==> config.mk <==
export PLATFORM = sky130hd
export DESIGN_NAME = pipeline_ctrl
export DESIGN_NICKNAME = d
export VERILOG_FILES = /design/src/rtl/pipeline_ctrl.sv
export SDC_FILE = /design/constraint.sdc
export NUM_CORES = 1
export LEC_CHECK = 0
export ABC_AREA = 1
export BUFFER_PORTS_ARGS = -buffer_cell sky130_fd_sc_hd__buf_2
export CORE_ASPECT_RATIO = 1.4
export CORE_MARGIN = 5
export CORE_UTILIZATION = 40
export CTS_CLUSTER_DIAMETER = 50
export DETAILED_ROUTE_END_ITERATION = 7
export SLEW_MARGIN = 20
export SYNTH_ARGS = -nofsm -noshare
export SYNTH_HDL_FRONTEND = slang
export SYNTH_SLANG_ARGS = --single-unit
==> constraint.sdc <==
create_clock -name clock -period 2.4 [get_ports clock]
set_input_delay 0.36 -clock clock [delete_from_list [all_inputs] [get_ports clock]]
set_output_delay 0.36 -clock clock [all_outputs]
set_load 0.01 [all_outputs]
==> src/rtl/pipeline_ctrl.sv <==
// Hazard and sequencing controller for a 5-stage LEGv8 pipeline: load-use stalls,
// MEM-stage branch flushes, data-memory waits with timeout halt, and perf counters.
module pipeline_ctrl #(
    parameter int CNT_W       = 16,
    parameter int MEM_TIMEOUT = 16
) (
    input  logic             clock,
    input  logic             reset_n,
    input  logic             id_ex_memread,
    input  logic [4:0]       id_ex_rd,
    input  logic [4:0]       if_id_rn,
    input  logic [4:0]       if_id_rm,
    input  logic             if_id_uses_rm,
    input  logic             branch_taken,
    input  logic             dmem_req,
    input  logic             dmem_ready,
    output logic             pc_write,
    output logic             if_id_write,
    output logic             id_ex_write,
    output logic             ex_mem_write,
    output logic             if_id_flush,
    output logic             id_ex_bubble,
    output logic             ex_mem_flush,
    output logic             mem_wb_bubble,
    output logic             mem_err,
    output logic [1:0]       state,
    output logic [CNT_W-1:0] stall_count,
    output logic [CNT_W-1:0] flush_count
);

    localparam int                WAIT_W    = $clog2(MEM_TIMEOUT + 1);
    localparam logic [WAIT_W-1:0] WAIT_ONE  = WAIT_W'(1);
    localparam logic [WAIT_W-1:0] WAIT_LAST = WAIT_W'(MEM_TIMEOUT - 1);
    localparam logic [CNT_W-1:0]  CNT_ONE   = CNT_W'(1);
    localparam logic [CNT_W-1:0]  CNT_MAX   = {CNT_W{1'b1}};

    typedef enum logic [1:0] {
        ST_RUN      = 2'd0,
        ST_MEM_WAIT = 2'd1,
        ST_FLUSH    = 2'd2,
        ST_HALT     = 2'd3
    } state_t;

    state_t             state_q, state_d;
    logic [WAIT_W-1:0]  wait_q, wait_d;
    logic               mem_err_q, mem_err_d;
    logic [CNT_W-1:0]   stall_q, stall_d;
    logic [CNT_W-1:0]   flush_q, flush_d;

    logic load_use_s, mem_stall_s;
    logic freeze_s, branch_s, lu_s;
    logic stall_inc_s, flush_inc_s;

    // XZR reads as zero, so a load targeting X31 can never feed a dependent.
    assign load_use_s  = id_ex_memread && (id_ex_rd != 5'd31) &&
                         ((id_ex_rd == if_id_rn) || (if_id_uses_rm && (id_ex_rd == if_id_rm)));
    assign mem_stall_s = dmem_req && !dmem_ready;

    // Next-state, wait/timeout tracking and per-cycle control intent.
    always_comb begin
        freeze_s    = 1'b0;
        branch_s    = 1'b0;
        lu_s        = 1'b0;
        stall_inc_s = 1'b0;
        flush_inc_s = 1'b0;
        state_d     = state_q;
        wait_d      = wait_q;
        mem_err_d   = mem_err_q;
        case (state_q)
            ST_RUN, ST_MEM_WAIT: begin
                if ((state_q == ST_MEM_WAIT) && !dmem_ready) begin
                    freeze_s    = 1'b1;
                    stall_inc_s = 1'b1;
                    wait_d      = wait_q + WAIT_ONE;
                    if (wait_q >= WAIT_LAST) begin
                        mem_err_d = 1'b1;
                        state_d   = ST_HALT;
                    end else begin
                        state_d   = ST_MEM_WAIT;
                    end
                end else if ((state_q == ST_RUN) && mem_stall_s) begin
                    freeze_s    = 1'b1;
                    stall_inc_s = 1'b1;
                    wait_d      = WAIT_ONE;
                    state_d     = ST_MEM_WAIT;
                end else if (branch_taken) begin
                    branch_s    = 1'b1;
                    flush_inc_s = 1'b1;
                    wait_d      = '0;
                    state_d     = ST_FLUSH;
                end else if (load_use_s) begin
                    lu_s        = 1'b1;
                    stall_inc_s = 1'b1;
                    wait_d      = '0;
                    state_d     = ST_RUN;
                end else begin
                    wait_d      = '0;
                    state_d     = ST_RUN;
                end
            end
            // IF/ID holds a bubble here, so only the memory port can stall us.
            ST_FLUSH: begin
                if (mem_stall_s) begin
                    freeze_s    = 1'b1;
                    stall_inc_s = 1'b1;
                    wait_d      = WAIT_ONE;
                    state_d     = ST_MEM_WAIT;
                end else begin
                    state_d     = ST_RUN;
                end
            end
            ST_HALT: begin
                freeze_s = 1'b1;
            end
            default: begin
                state_d = ST_RUN;
                wait_d  = '0;
            end
        endcase

        if (stall_inc_s && (stall_q != CNT_MAX)) begin
            stall_d = stall_q + CNT_ONE;
        end else begin
            stall_d = stall_q;
        end
        if (flush_inc_s && (flush_q != CNT_MAX)) begin
            flush_d = flush_q + CNT_ONE;
        end else begin
            flush_d = flush_q;
        end
    end

    // Controller state and counter registers.
    always_ff @(posedge clock or negedge reset_n) begin
        if (!reset_n) begin
            state_q   <= ST_RUN;
            wait_q    <= '0;
            mem_err_q <= 1'b0;
            stall_q   <= '0;
            flush_q   <= '0;
        end else begin
            state_q   <= state_d;
            wait_q    <= wait_d;
            mem_err_q <= mem_err_d;
            stall_q   <= stall_d;
            flush_q   <= flush_d;
        end
    end

    // While reset is held every register stays closed and every stage is cleared.
    assign pc_write      = reset_n & ~(freeze_s | lu_s);
    assign if_id_write   = reset_n & ~(freeze_s | lu_s);
    assign id_ex_write   = reset_n & ~freeze_s;
    assign ex_mem_write  = reset_n & ~freeze_s;
    assign if_id_flush   = ~reset_n | branch_s;
    assign id_ex_bubble  = ~reset_n | branch_s | lu_s;
    assign ex_mem_flush  = ~reset_n | branch_s;
    assign mem_wb_bubble = ~reset_n | freeze_s;

    assign state       = state_q;
    assign mem_err     = mem_err_q;
    assign stall_count = stall_q;
    assign flush_count = flush_q;

endmodule

==> flow_metrics.py <==
metrics = {
    "global_route": {
        "grt_overflow": 0,
        "grt_pass1_wl_um": 9830,
        "grt_max_degree": 36,
        "antenna_found_initial": 0,
        "track_usage_pct": 15.0,
        "first_global_vias": 2267,
    },
    "synth": {
        "ys.flop_type": "dfrtp_1",
        "netlist_area_um2": 2490,
        "synth-seq-cells": 40,
        "async_flop_share_pct": 100,
        "synth_top_area_cell": "dfrtp_1",
        "synth_top_area_share_pct": 40.2,
        "synth_cells": 341,
        "syn-num-nets": 367,
        "yosysWarnings": 0,
        "ys_seq_area_share_pct": 40.2,
        "syn_area_per_cell_um2": 7.30,
        "synth_cell_types": 29,
        "synth_edf_count": 0,
        "synth_area_leaders": "dfrtp_1, nand2_1, nand3_1",
    },
    "power": {
        "ir_drop_mv": 0.292,
        "power_density_nw_per_um2": 409,
        "power_leakage_nw": 1.65,
    },
    "critical_path": {
        "crit_path_top_delay_cell": "or3b_1",
        "start_kind": "flop",
        "cp.buffers_inverters": 2,
        "crit_fanout": 5,
        "cp_slowest_stage_delay_ps": 420,
        "worstPathCellList": "or3b_1, nand2_1, inv_1, nand3_1, nor2_1, buf_2",
        "worstRegToRegCells": 9,
        "criticalPathCategory": "flop to output pin",
        "worstReg2RegStart": "stall_count[0]",
        "r2r_setup_slack_ps": 540,
        "endpoint_kind": "output pin",
        "path_delay_family": "simple AND/OR/NAND/NOR gates",
        "crit_arrival_ps": 1600,
        "regToRegEndpoint": "stall_count[15]",
        "critPathRequiredTime_ps": 2040,
    },
    "cells_and_area": {
        "regArea_um2": 1000,
        "area_growth_syn_to_layout_pct": 19.2,
        "drive_above_1_share_pct": 20.5,
        "num-fill-cells": 645,
        "n_antenna_cell": 0,
        "nets": 434,
        "multiInputGateArea_um2": 1290,
    },
    "clock_tree": {
        "cts-resized-gates": 0,
        "cts_tree": "yes",
        "cts_buffer_depth": 2,
        "cts_hold_buf": 1,
        "clk_latency_ps": 290,
        "path_clk_slew_ps": 70,
        "cts_setup_buffers": 0,
        "cts_buffers": 5,
        "cts_max_level": 2,
        "root_buffer": "clkbuf_8",
        "clock_sinks": 40,
    },
    "detailed_routing": {
        "avgViaCountPerCell": 4.87,
        "wirelength_um": 5770,
        "drc": 0,
        "firstDrtPassIters": 4,
        "drtAntennaViolNets": 0,
        "wl_per_cell_um": 12.0,
        "drtIter0Drc": 119,
        "vias": 2342,
    },
    "sta": {
        "finClkSkew_ps": 8.51,
        "slew_violations": 0,
        "setup_viol": 0,
        "max_freq_ghz": 0.511,
        "slew_headroom_pct": 69.8,
        "fin_crit_sh_pct": 81.6,
        "hold_violations": 0,
        "setup_ws_ps": 441,
        "rsz0062_at_grt": "false",
        "setup_tns_ps": 0,
        "finalCriticalPeriod_ps": 1960,
        "worst_slew_pin_slew_ps": 452,
    },
    "place": {
        "hpwl_um": 4560,
        "dp_worst_setup_slack_ps": 542,
        "gp_congestion": 0.813,
        "place.port_buffers": 64,
    },
    "floorplan": {
        "die_w_um": 76.7,
        "fp.dieArea_um2": 7920,
        "initial_core_util_pct": 40.6,
        "ios": 65,
        "dieHeight_um": 103,
        "rows": 34,
        "core_um2": 6130,
    },
    "run_status": {
        "status": "finished, final reports clean",
    },
    "run": {
        "cap_violations": 0,
    },
    "hold_path": {
        "min_path_type": "primary input to asynchronous set/reset pin",
    },
}
[final cells by class]
class | instances | share of cell area [%]
clock buffers | 6 | 2.78
clock inverters | 2 | 0.338
inverters | 39 | 4.94
multi-input cells | 255 | 43.5
flip-flops and latches | 40 | 33.8
well taps | 72 | 3.04
repair buffers | 67 | 11.6
[cell usage after synthesis (2+ instances only)]
cell,number
nand3b_1,2
nand3_1,35
dfrtp_1,40
a21oi_1,3
buf_2,2
inv_1,38
o21ai_0,6
ha_1,4
nand2_1,119
nor2_1,32
nand4_1,2
xnor2_1,12
xor2_1,15
nor3_1,10
nor2_4,2
nand2_2,3
buf_4,4
[worst max path at each step]
stage | from | end | slack [ps] | cells after the start
final | state[0] | if_id_write | 440 | 6
after global routing | state[1] | pc_write | 280 | 7
after floorplan | state[0] | pc_write | 670 | 6
after global placement | state[1] | flush_count[9] | 600 | 9
after detailed placement | stall_count[0] | stall_count[15] | 540 | 9
after CTS | reset_n | pc_write | 420 | 5
[worst reg2reg max path: cells and delay by family, from the launching register on]
family                   cells  cell delay [ps]
adder cells (fa/ha/maj)      1              220
AND/OR/NAND/NOR              8             1170
flip-flops                   1              410
[sequential cells by signal, indices dropped and copies added (netlist names)]
register and cells:
stall_count 16, wait_q 5, mem_err 1, state 2, flush_count 16
[logic make-up (layout without fill, tap and decap cells)]
logic type      count (synthesis)  count (layout)  share of synthesized area, %
flops                          40              40                          40.2
compound gates                 14              14                          3.27
xor+xnor                       27              27                          9.50
fa+ha+maj                       4               4                          2.01
buf+inv                        46             114                          7.94
simple gates                  210             210                          37.1
[cells in the final DEF (no fill, tap or decap), types with 3 or more instances in the layout]
master,Yosys,routed
nor2_1,32,32
a21oi_1,3,3
nand3_1,35,35
xor2_1,15,15
nand2_1,119,119
dfrtp_1,40,40
o21ai_0,6,6
buf_2,2,64
xnor2_1,12,12
clkbuf_8,0,6
nor3_1,10,10
ha_1,4,4
nand2_2,3,3
inv_1,38,38
[per-layer routing]
layer / global-route usage, % / share of wire, %
met1: 18.0 / 44
met3: 3.81 / 5.7
met5: 0 / 0
met4: 5.25 / 1.6
met2: 26.1 / 49
[per-stage QoR]
stage / instance area (um^2) / instances / total power [W] / utilization [%] / hold slack, ps
4_1_cts: 2970 / 481 / 0.00123 / 48.4 / 437
2_1_floorplan: 2490 / 341 / 0.000714 / - / 64.4
3_5_place_dp: 2860 / 472 / 0.000757 / 46.7 / 218
6_report: 2970 / 481 / 0.00121 / 48.4 / 444
3_3_place_gp: 2860 / 472 / 0.000756 / 46.7 / 223
5_1_grt: 2970 / 481 / 0.00126 / 48.4 / 482
[where the power goes]
part | leakage (nW) | switching [W] | internal, W
clock network | 0.0510 | 0.000240 | 0.000230
logic | 1.09 | 0.0000414 | 0.0000276
registers | 0.507 | 0 | 0.000673
total | 1.65 | 0.000281 | 0.000931
(Power assumes the default switching activity.)
